===== config.mk =====
export PLATFORM = sky130hd
export DESIGN_NAME = ring_collect
export DESIGN_NICKNAME = d
export VERILOG_FILES = /design/src/rtl/ring_collect.sv
export SDC_FILE = /design/constraint.sdc
export NUM_CORES = 1
export LEC_CHECK = 0
export ABC_AREA = 1
export CAP_MARGIN = 20
export CORE_ASPECT_RATIO = 0.7
export CORE_MARGIN = 5
export CORE_UTILIZATION = 48
export CTS_BUF_LIST = sky130_fd_sc_hd__clkbuf_4 sky130_fd_sc_hd__clkbuf_8 sky130_fd_sc_hd__clkbuf_16
export DETAILED_ROUTE_END_ITERATION = 8
export PLACE_DENSITY = 0.68
export RECOVER_POWER = 50
export SLEW_MARGIN = 15
export SYNTH_ARGS = -nofsm -noshare
export SYNTH_HDL_FRONTEND = slang
export SYNTH_SLANG_ARGS = --single-unit

===== constraint.sdc =====
create_clock -name CLK -period 2.4 [get_ports CLK]
set_input_delay 0.24 -clock CLK [delete_from_list [all_inputs] [get_ports CLK]]
set_output_delay 0.24 -clock CLK [all_outputs]
set_load 0.02 [all_outputs]

===== src/rtl/ring_collect.sv =====
// Collects client writes into a DEPTH-entry buffer and drains them in order to a downstream FIFO.
// Optional OVERFLOW flag is built when RING_COLLECT_OVERFLOW_EN is defined.
module ring_collect #(
  parameter int DEPTH = 4,
  parameter int WIDTH = 8
) (
  input  logic             CLK,
  input  logic             RESET,
  input  logic             WREN,
  input  logic [WIDTH-1:0] WRDATA,
  input  logic             FLUSH,
  input  logic             FINISH,
  output logic             FULL,
  output logic [WIDTH-1:0] FIFO_WRDATA,
  output logic             FIFO_WREN,
  input  logic             FIFO_WRFULL,
  output logic             FIFO_DONE
`ifdef RING_COLLECT_OVERFLOW_EN
  ,
  output logic             OVERFLOW
`endif
);

  localparam int AW = (DEPTH > 1) ? $clog2(DEPTH) : 1;
  localparam int CW = $clog2(DEPTH) + 1;
  localparam logic [CW-1:0] DEPTH_C = CW'(DEPTH);

  typedef enum logic [1:0] {FILL, DRAIN, DONE} state_t;

  state_t           state;
  logic [CW-1:0]    cnt;
  logic [CW-1:0]    ridx;
  logic             finish_pending;
  logic [WIDTH-1:0] data [DEPTH];

  logic             full_raw;
  logic             wr_ok;
  logic             emit;
  logic             last;
  logic [CW-1:0]    cnt_next;

  assign full_raw = (state != FILL) | (cnt == DEPTH_C);
  assign wr_ok    = WREN & ~full_raw;
  assign emit     = (state == DRAIN) & ~FIFO_WRFULL;
  assign last     = (ridx == (cnt - CW'(1)));
  assign cnt_next = cnt + CW'(wr_ok);

  // Outputs are held quiet while RESET is asserted so nothing leaks downstream on the reset cycle.
  assign FULL        = ~RESET & full_raw;
  assign FIFO_WREN   = ~RESET & emit;
  assign FIFO_DONE   = ~RESET & (state == DONE);
  assign FIFO_WRDATA = data[ridx[AW-1:0]];

  always_ff @(posedge CLK) begin
    if (wr_ok) data[cnt[AW-1:0]] <= WRDATA;
  end

  always_ff @(posedge CLK) begin
    if (RESET) begin
      state          <= FILL;
      cnt            <= '0;
      ridx           <= '0;
      finish_pending <= 1'b0;
    end else begin
      case (state)
        FILL: begin
          cnt <= cnt_next;
          if (FINISH) finish_pending <= 1'b1;
          // A write landing in the same cycle as FLUSH/FINISH is part of the drain.
          if ((cnt_next == DEPTH_C) || ((FLUSH | FINISH) && (cnt_next != '0)))
            state <= DRAIN;
          else if (FINISH)
            state <= DONE;
        end
        DRAIN: begin
          if (FINISH) finish_pending <= 1'b1;
          if (emit) begin
            if (last) begin
              cnt   <= '0;
              ridx  <= '0;
              state <= (finish_pending | FINISH) ? DONE : FILL;
            end else begin
              ridx <= ridx + CW'(1);
            end
          end
        end
        DONE: begin
          state <= DONE;
        end
        default: state <= FILL;
      endcase
    end
  end

`ifdef RING_COLLECT_OVERFLOW_EN
  logic overflow;

  always_ff @(posedge CLK) begin
    if (RESET)                overflow <= 1'b0;
    else if (WREN & full_raw) overflow <= 1'b1;
  end

  assign OVERFLOW = overflow;
`endif

endmodule


**After elaboration in Yosys (flattened, before gate mapping)**

Memories as Yosys holds them, arrays and structs flattened. A register that Yosys moved wholly into a read port is not among the register bits.
Index checks and enable logic that the tools add are counted.

- Bits in registers: 9
- Bits in writable memories: 32
- Input bits: 14
- Logic and storage cells: 52
- Memories kept: 1

- $add $sub $neg: 3
- Equal/unequal tests: 8
- Muxes and demuxes: 14
- Bitwise logic cells: 11
- Reduce and logical (&&, ||, !) cells: 11

Memories:

| memory | depth | bits a word | read ports | clocked after memory_dff | wr ports | RTL line | text |
|---|---|---|---|---|---|---|---|
| data | 4 | 8 | 1 | 1 | 1 | 34 | `logic [WIDTH-1:0] data [DEPTH];` |

Operators by type and width:

| operator | number |
|---|---|
| 2-bit two-way mux | 7 |
| 3-bit two-way mux | 3 |
| 3-bit == test (second input constant) | 2 |
| 2-bit one-hot mux with 3 select lines | 1 |
| 3-bit one-hot mux with 2 select lines | 1 |
| 3-bit AND reduction | 2 |
| 1-bit AND | 5 |
| 2-bit != test (second input constant) | 2 |
| 2-bit AND reduction | 2 |
| 2-bit nonzero test | 2 |
| 3-bit by 1-bit adder with 3-bit output | 1 |
| 3-bit by 1-bit adder with 3-bit output (second input constant) | 1 |
| 3-bit == test | 1 |
| 3-bit != test (second input constant) | 1 |
| 1-bit inverter | 3 |
| 1-bit bitwise OR | 3 |
| 3-bit nonzero test | 1 |
| 3-bit by 1-bit subtractor with 3-bit output (second input constant) | 1 |
| 2-bit by 1-bit == test with 1-bit output (second input constant) | 1 |
| 2-bit == test (second input constant) | 1 |
| 2-bit zero test | 1 |
| 1-bit two-way mux | 2 |
| 2-bit OR reduction | 1 |
| 1-bit logical AND | 1 |
| 1-bit logical OR | 1 |

**Depth between registers and ports, before layout**

- Word-level depth: 10
- Mapped depth: 13

**Worst setup path before layout**

Ideal clock, no wire load.

- Path type: flip-flop to flip-flop
- Start: reg cnt[0]
- End: reg state[1]
- Arrival: 1.831 ns
- Setup slack: 0.458 ns
- Stages on the path, launching flop included: 14
- Buffers on the path: 0
- Period minus slack after synthesis: 1.942 ns
- Cell sequence: dfxtp_1 > inv_1 > ha_1 > ha_1 > inv_1 > nand4_1 > inv_1 > ha_1 > xor2_1 > inv_1 > nand3_1 > nand3_1 > nand2_1 > nor2_1

- Word-level cells in the longest chain between the ends: 10
- Elaborated cells between the ends (all ways): 16

RTL lines:

| what | RTL line | text |
|---|---|---|
| start: declaration | 31 | `logic [CW-1:0] cnt;` |
| start signal: assignment | 67 | `cnt <= cnt_next;` |
| 3-bit == test | 42 | `assign full_raw = (state != FILL) \| (cnt == DEPTH_C);` |
| 1-bit bitwise OR | 42 |  |
| 1-bit inverter | 43 | `assign wr_ok = WREN & ~full_raw;` |
| 1-bit AND | 43 |  |
| 3-bit by 1-bit adder with 3-bit output | 46 | `assign cnt_next = cnt + CW'(wr_ok);` |
| 3-bit nonzero test | 70 | `if ((cnt_next == DEPTH_C) \|\| ((FLUSH \| FINISH) && (cnt_next != '0)))` |
| 1-bit logical AND | 70 |  |
| 1-bit logical OR | 70 |  |
| 3-bit != test (no line) / 2-bit two-way mux (equally long branches) | n/a |  |
| 3-bit AND reduction (no line) / 2-bit one-hot mux with 3 select lines (equally long branches) | n/a |  |
| end signal: assignment | 81 | `state <= (finish_pending \| FINISH) ? DONE : FILL;` |
| end: declaration | 30 | `state_t state;` |

Several ways; a longest one is shown, not always the timed one.
A chain may end at the register's enable or synchronous reset.

**Final worst setup path**

- Start: reg state[1]
- End: out FIFO_WREN

- Word-level cells in the longest chain between the ends: 3

RTL lines:

| what | RTL line | text |
|---|---|---|
| 2-bit by 1-bit == test with 1-bit output | 44 | `assign emit = (state == DRAIN) & ~FIFO_WRFULL;` |
| 1-bit AND | 44 |  |
| 1-bit AND | 50 | `assign FIFO_WREN = ~RESET & emit;` |
| end: declaration | 15 | `output logic FIFO_WREN,` |

Every way passes these cells.

==> flow_summary.toml <==
[critical_path]
r2r_end = "data[2][6]"
ff2ff_setup_slack_ns = 0.27
end_kind = "output pin"
crit_required_ns = 2.16
worstRegToRegCells = 7
arrival_ns = 1.97
start_kind = "flip-flop"
critPathMaxFanout = 5
worstReg2RegStart = "cnt[1]"
worstSetupPathType = "reg -> out"

[sta]
skew_ns = 0.00436
slew_viol_final = 0
period_share_pct = 92.0
fmax_mhz = 453
slew_headroom_pct = 63.9
layout_min_cycle_time_ns = 2.21
fin_ws_ns = 0.193
setup_tns_ns = 0
setup-violations-final = 0
rsz0062_at_grt = "false"
worst_pin_slew_ns = 0.542
hold_violations = 0

[clocking]
postCtsSetupRepairBufs = 0
root_buffer = "clkbuf_8"
htreeDepth = 2
cts_buffers = 5
cts_max_path_buffers = 2
cts_tree = "done"
cts.clk_slew.worst_paths_ns = 0.08
holdBufCountCts = 0
clock-sinks = 43
clkLatencyLatePin_ns = 0.29

[global_routing]
grt_overflow_total = 0
first_global_vias = 1223
grt_max_degree = 17
antenna_found_initial = 0
grt_pass1_wl_um = 6220
grt_usage_pct = 16.2

[cells_and_area]
diodes = 0
syn_to_final_growth_pct = 22.8
drive_above_1_share_pct = 8.45
num-fill-cells = 300
fin_nets = 233
fin_util_pct = 62.7

[yosys]
syn_area_per_cell_um2 = 10.5
syn_area_um2 = 1850
yosys.cell_types.count = 20
yosys_warnings = 0
syn-instance-count = 177
syn_nets = 198
ys_seq_area_share_pct = 63.7
synth_seq_cells = 43

[power]
power.density_nw_per_um2 = 945
ir_drop_mv = 0.602
leakage_nw = 0.866

[routing]
finalWirelength_um = 3910
wl_met2_um = 1750
vias = 1342
top_layer = "met4"
antenna_left = 0
wl_met3_um = 252
wl_met1_um = 1880
wire_per_inst_um = 14.9
drc = 0
drt-vias-per-instance = 5.10
drt_iter0_markers = 95
first_pass_iters = 4

[floorplan]
die_area_um2 = 5220
die_h_um = 62.0
start_util_pct = 51.1
rows = 18
ioPinCount = 25
core_area_um2 = 3630
die_w_um = 84.3

[run]
cap_violations = 0

[hold_path]
hp-class = "reg -> reg"
holdCritStartpoint = "finish_pending"
holdPathEnd = "finish_pending"
holdPathStages = 2

[place]
hpwlAfterDp_um = 2870
dp_worst_setup_slack_ns = 0.254
io_buffers = 24
gp_congestion = 0.731

[status]
status = "completed"
==> worst max-delay path by stage <==
| stage | startpoint | endpoint | slack [ns] | cells after the start |
|---|---|---|---|---|
| finish | state[1] | FIFO_WREN | 0.19 | 6 |
| global route | cnt[1] | state[0] | 0.03 | 12 |
| CTS | cnt[0] | FULL | 0.15 | 6 |
| detailed placement | cnt[0] | state[1] | 0.25 | 13 |
| global placement | cnt[0] | state[1] | 0.38 | 13 |
| floorplan | cnt[0] | state[1] | 0.46 | 13 |
==> worst max-delay path, stage by stage (launching register included) <==
cell             delay, ns
dfxtp_1               0.37
inv_1                 0.14
nand2_1               0.08
nor2_1                0.25
inv_1                 0.13
nor2_1                0.10
clkdlybuf4s50_1       0.61
==> metal layers <==
metal  vias to the layer above  GRT usage (%)
li1                        677              -
met5                         -              0
met2                        44           24.9
met4                         0           5.50
met1                       616           22.0
met3                         5           5.40
==> per-stage QoR <==
stage	hold slack [ns]	total power (W)	cells	area, µm²
after floorplan	0.339	0.00143	177	1850
after global placement	0.443	0.00170	255	2200
after detailed placement	0.464	0.00173	255	2200
after CTS	0.477	0.00217	263	2290
after global routing	0.497	0.00229	263	2270
final	0.478	0.00215	263	2270
==> flip-flops by register name, summed over array words and instances, names as in the netlist, named ones only <==
name	flops
data	32
cnt	3
ridx	3
state	2
finish_pending	1
==> layout make-up <==
cell class	instances	area, µm²	share of cell area (%)
Inverter	21	78.8	3.47
Sequential cell	43	1180	52.0
Timing Repair Buffer	31	285	12.5
Clock buffer	6	76.3	3.36
Multi-Input combinational cell	110	577	25.4
Clock inverter	2	12.5	0.550
Tap cell	50	62.6	2.75
==> placed cells by master (no fill, tap or decap), types with 2 or more instances in the layout <==
cell             synthesis  routed
a21oi_1                  9       9
buf_4                    0       5
clkbuf_1                 3       2
clkbuf_8                 0       5
clkdlybuf4s50_1          0      15
dfxtp_1                 11      10
dlygate4sd3_1            0       9
edfxtp_1                32      32
ha_1                     7       7
inv_1                   21      21
nand2_1                 21      21
nand2_2                  3       3
nand3_1                  8       9
nor2_1                  26      26
nor3_1                   3       3
o21ai_0                 18      18
o22ai_1                  8       8
==> synth_stat cells <==
master,number,area (µm²)
edfxtp_1,32,961
o211ai_1,1,7.51
inv_1,21,78.8
nor2_1,26,97.6
nor3_1,3,15.0
nor2_4,1,11.3
ha_1,7,87.6
nand3_2,1,10.0
dfxtp_1,11,220
o22ai_1,8,50.1
nand3_1,8,40.0
nand2_2,3,18.8
and3_1,1,6.26
clkbuf_1,3,11.3
a21oi_1,9,45.0
nand4_1,1,6.26
nand2_1,21,78.8
xnor2_1,1,8.76
o21ai_0,18,90.1
xor2_1,1,8.76
==> cells by family (layout without fill, tap and decap cells) <==
| family | after synthesis | count (layout) | synth area share, % |
|---|---|---|---|
| xor gates and xnor gates | 2 | 2 | 0.945 |
| adders and majority gates | 7 | 7 | 4.73 |
| buffers and inverters | 24 | 60 | 4.86 |
| and+or+nand+nor | 65 | 65 | 15.3 |
| AOI/OAI and AO/OA | 36 | 36 | 10.4 |
| DFF | 43 | 43 | 63.7 |
==> power by group <==
part	leakage (nW)	switching [W]	internal, W
combinational	0.440	0.000425	0.000291
clock	0.0446	0.000236	0.000215
sequential	0.382	0.0000683	0.000914
==> what timing repair did <==
item                       in CTS  in global routing
resized for setup               0                  1
setup endpoints to repair       0                  2
hold endpoints to repair        0                  0
No activity file was read; power rests on OpenSTA's default activity.
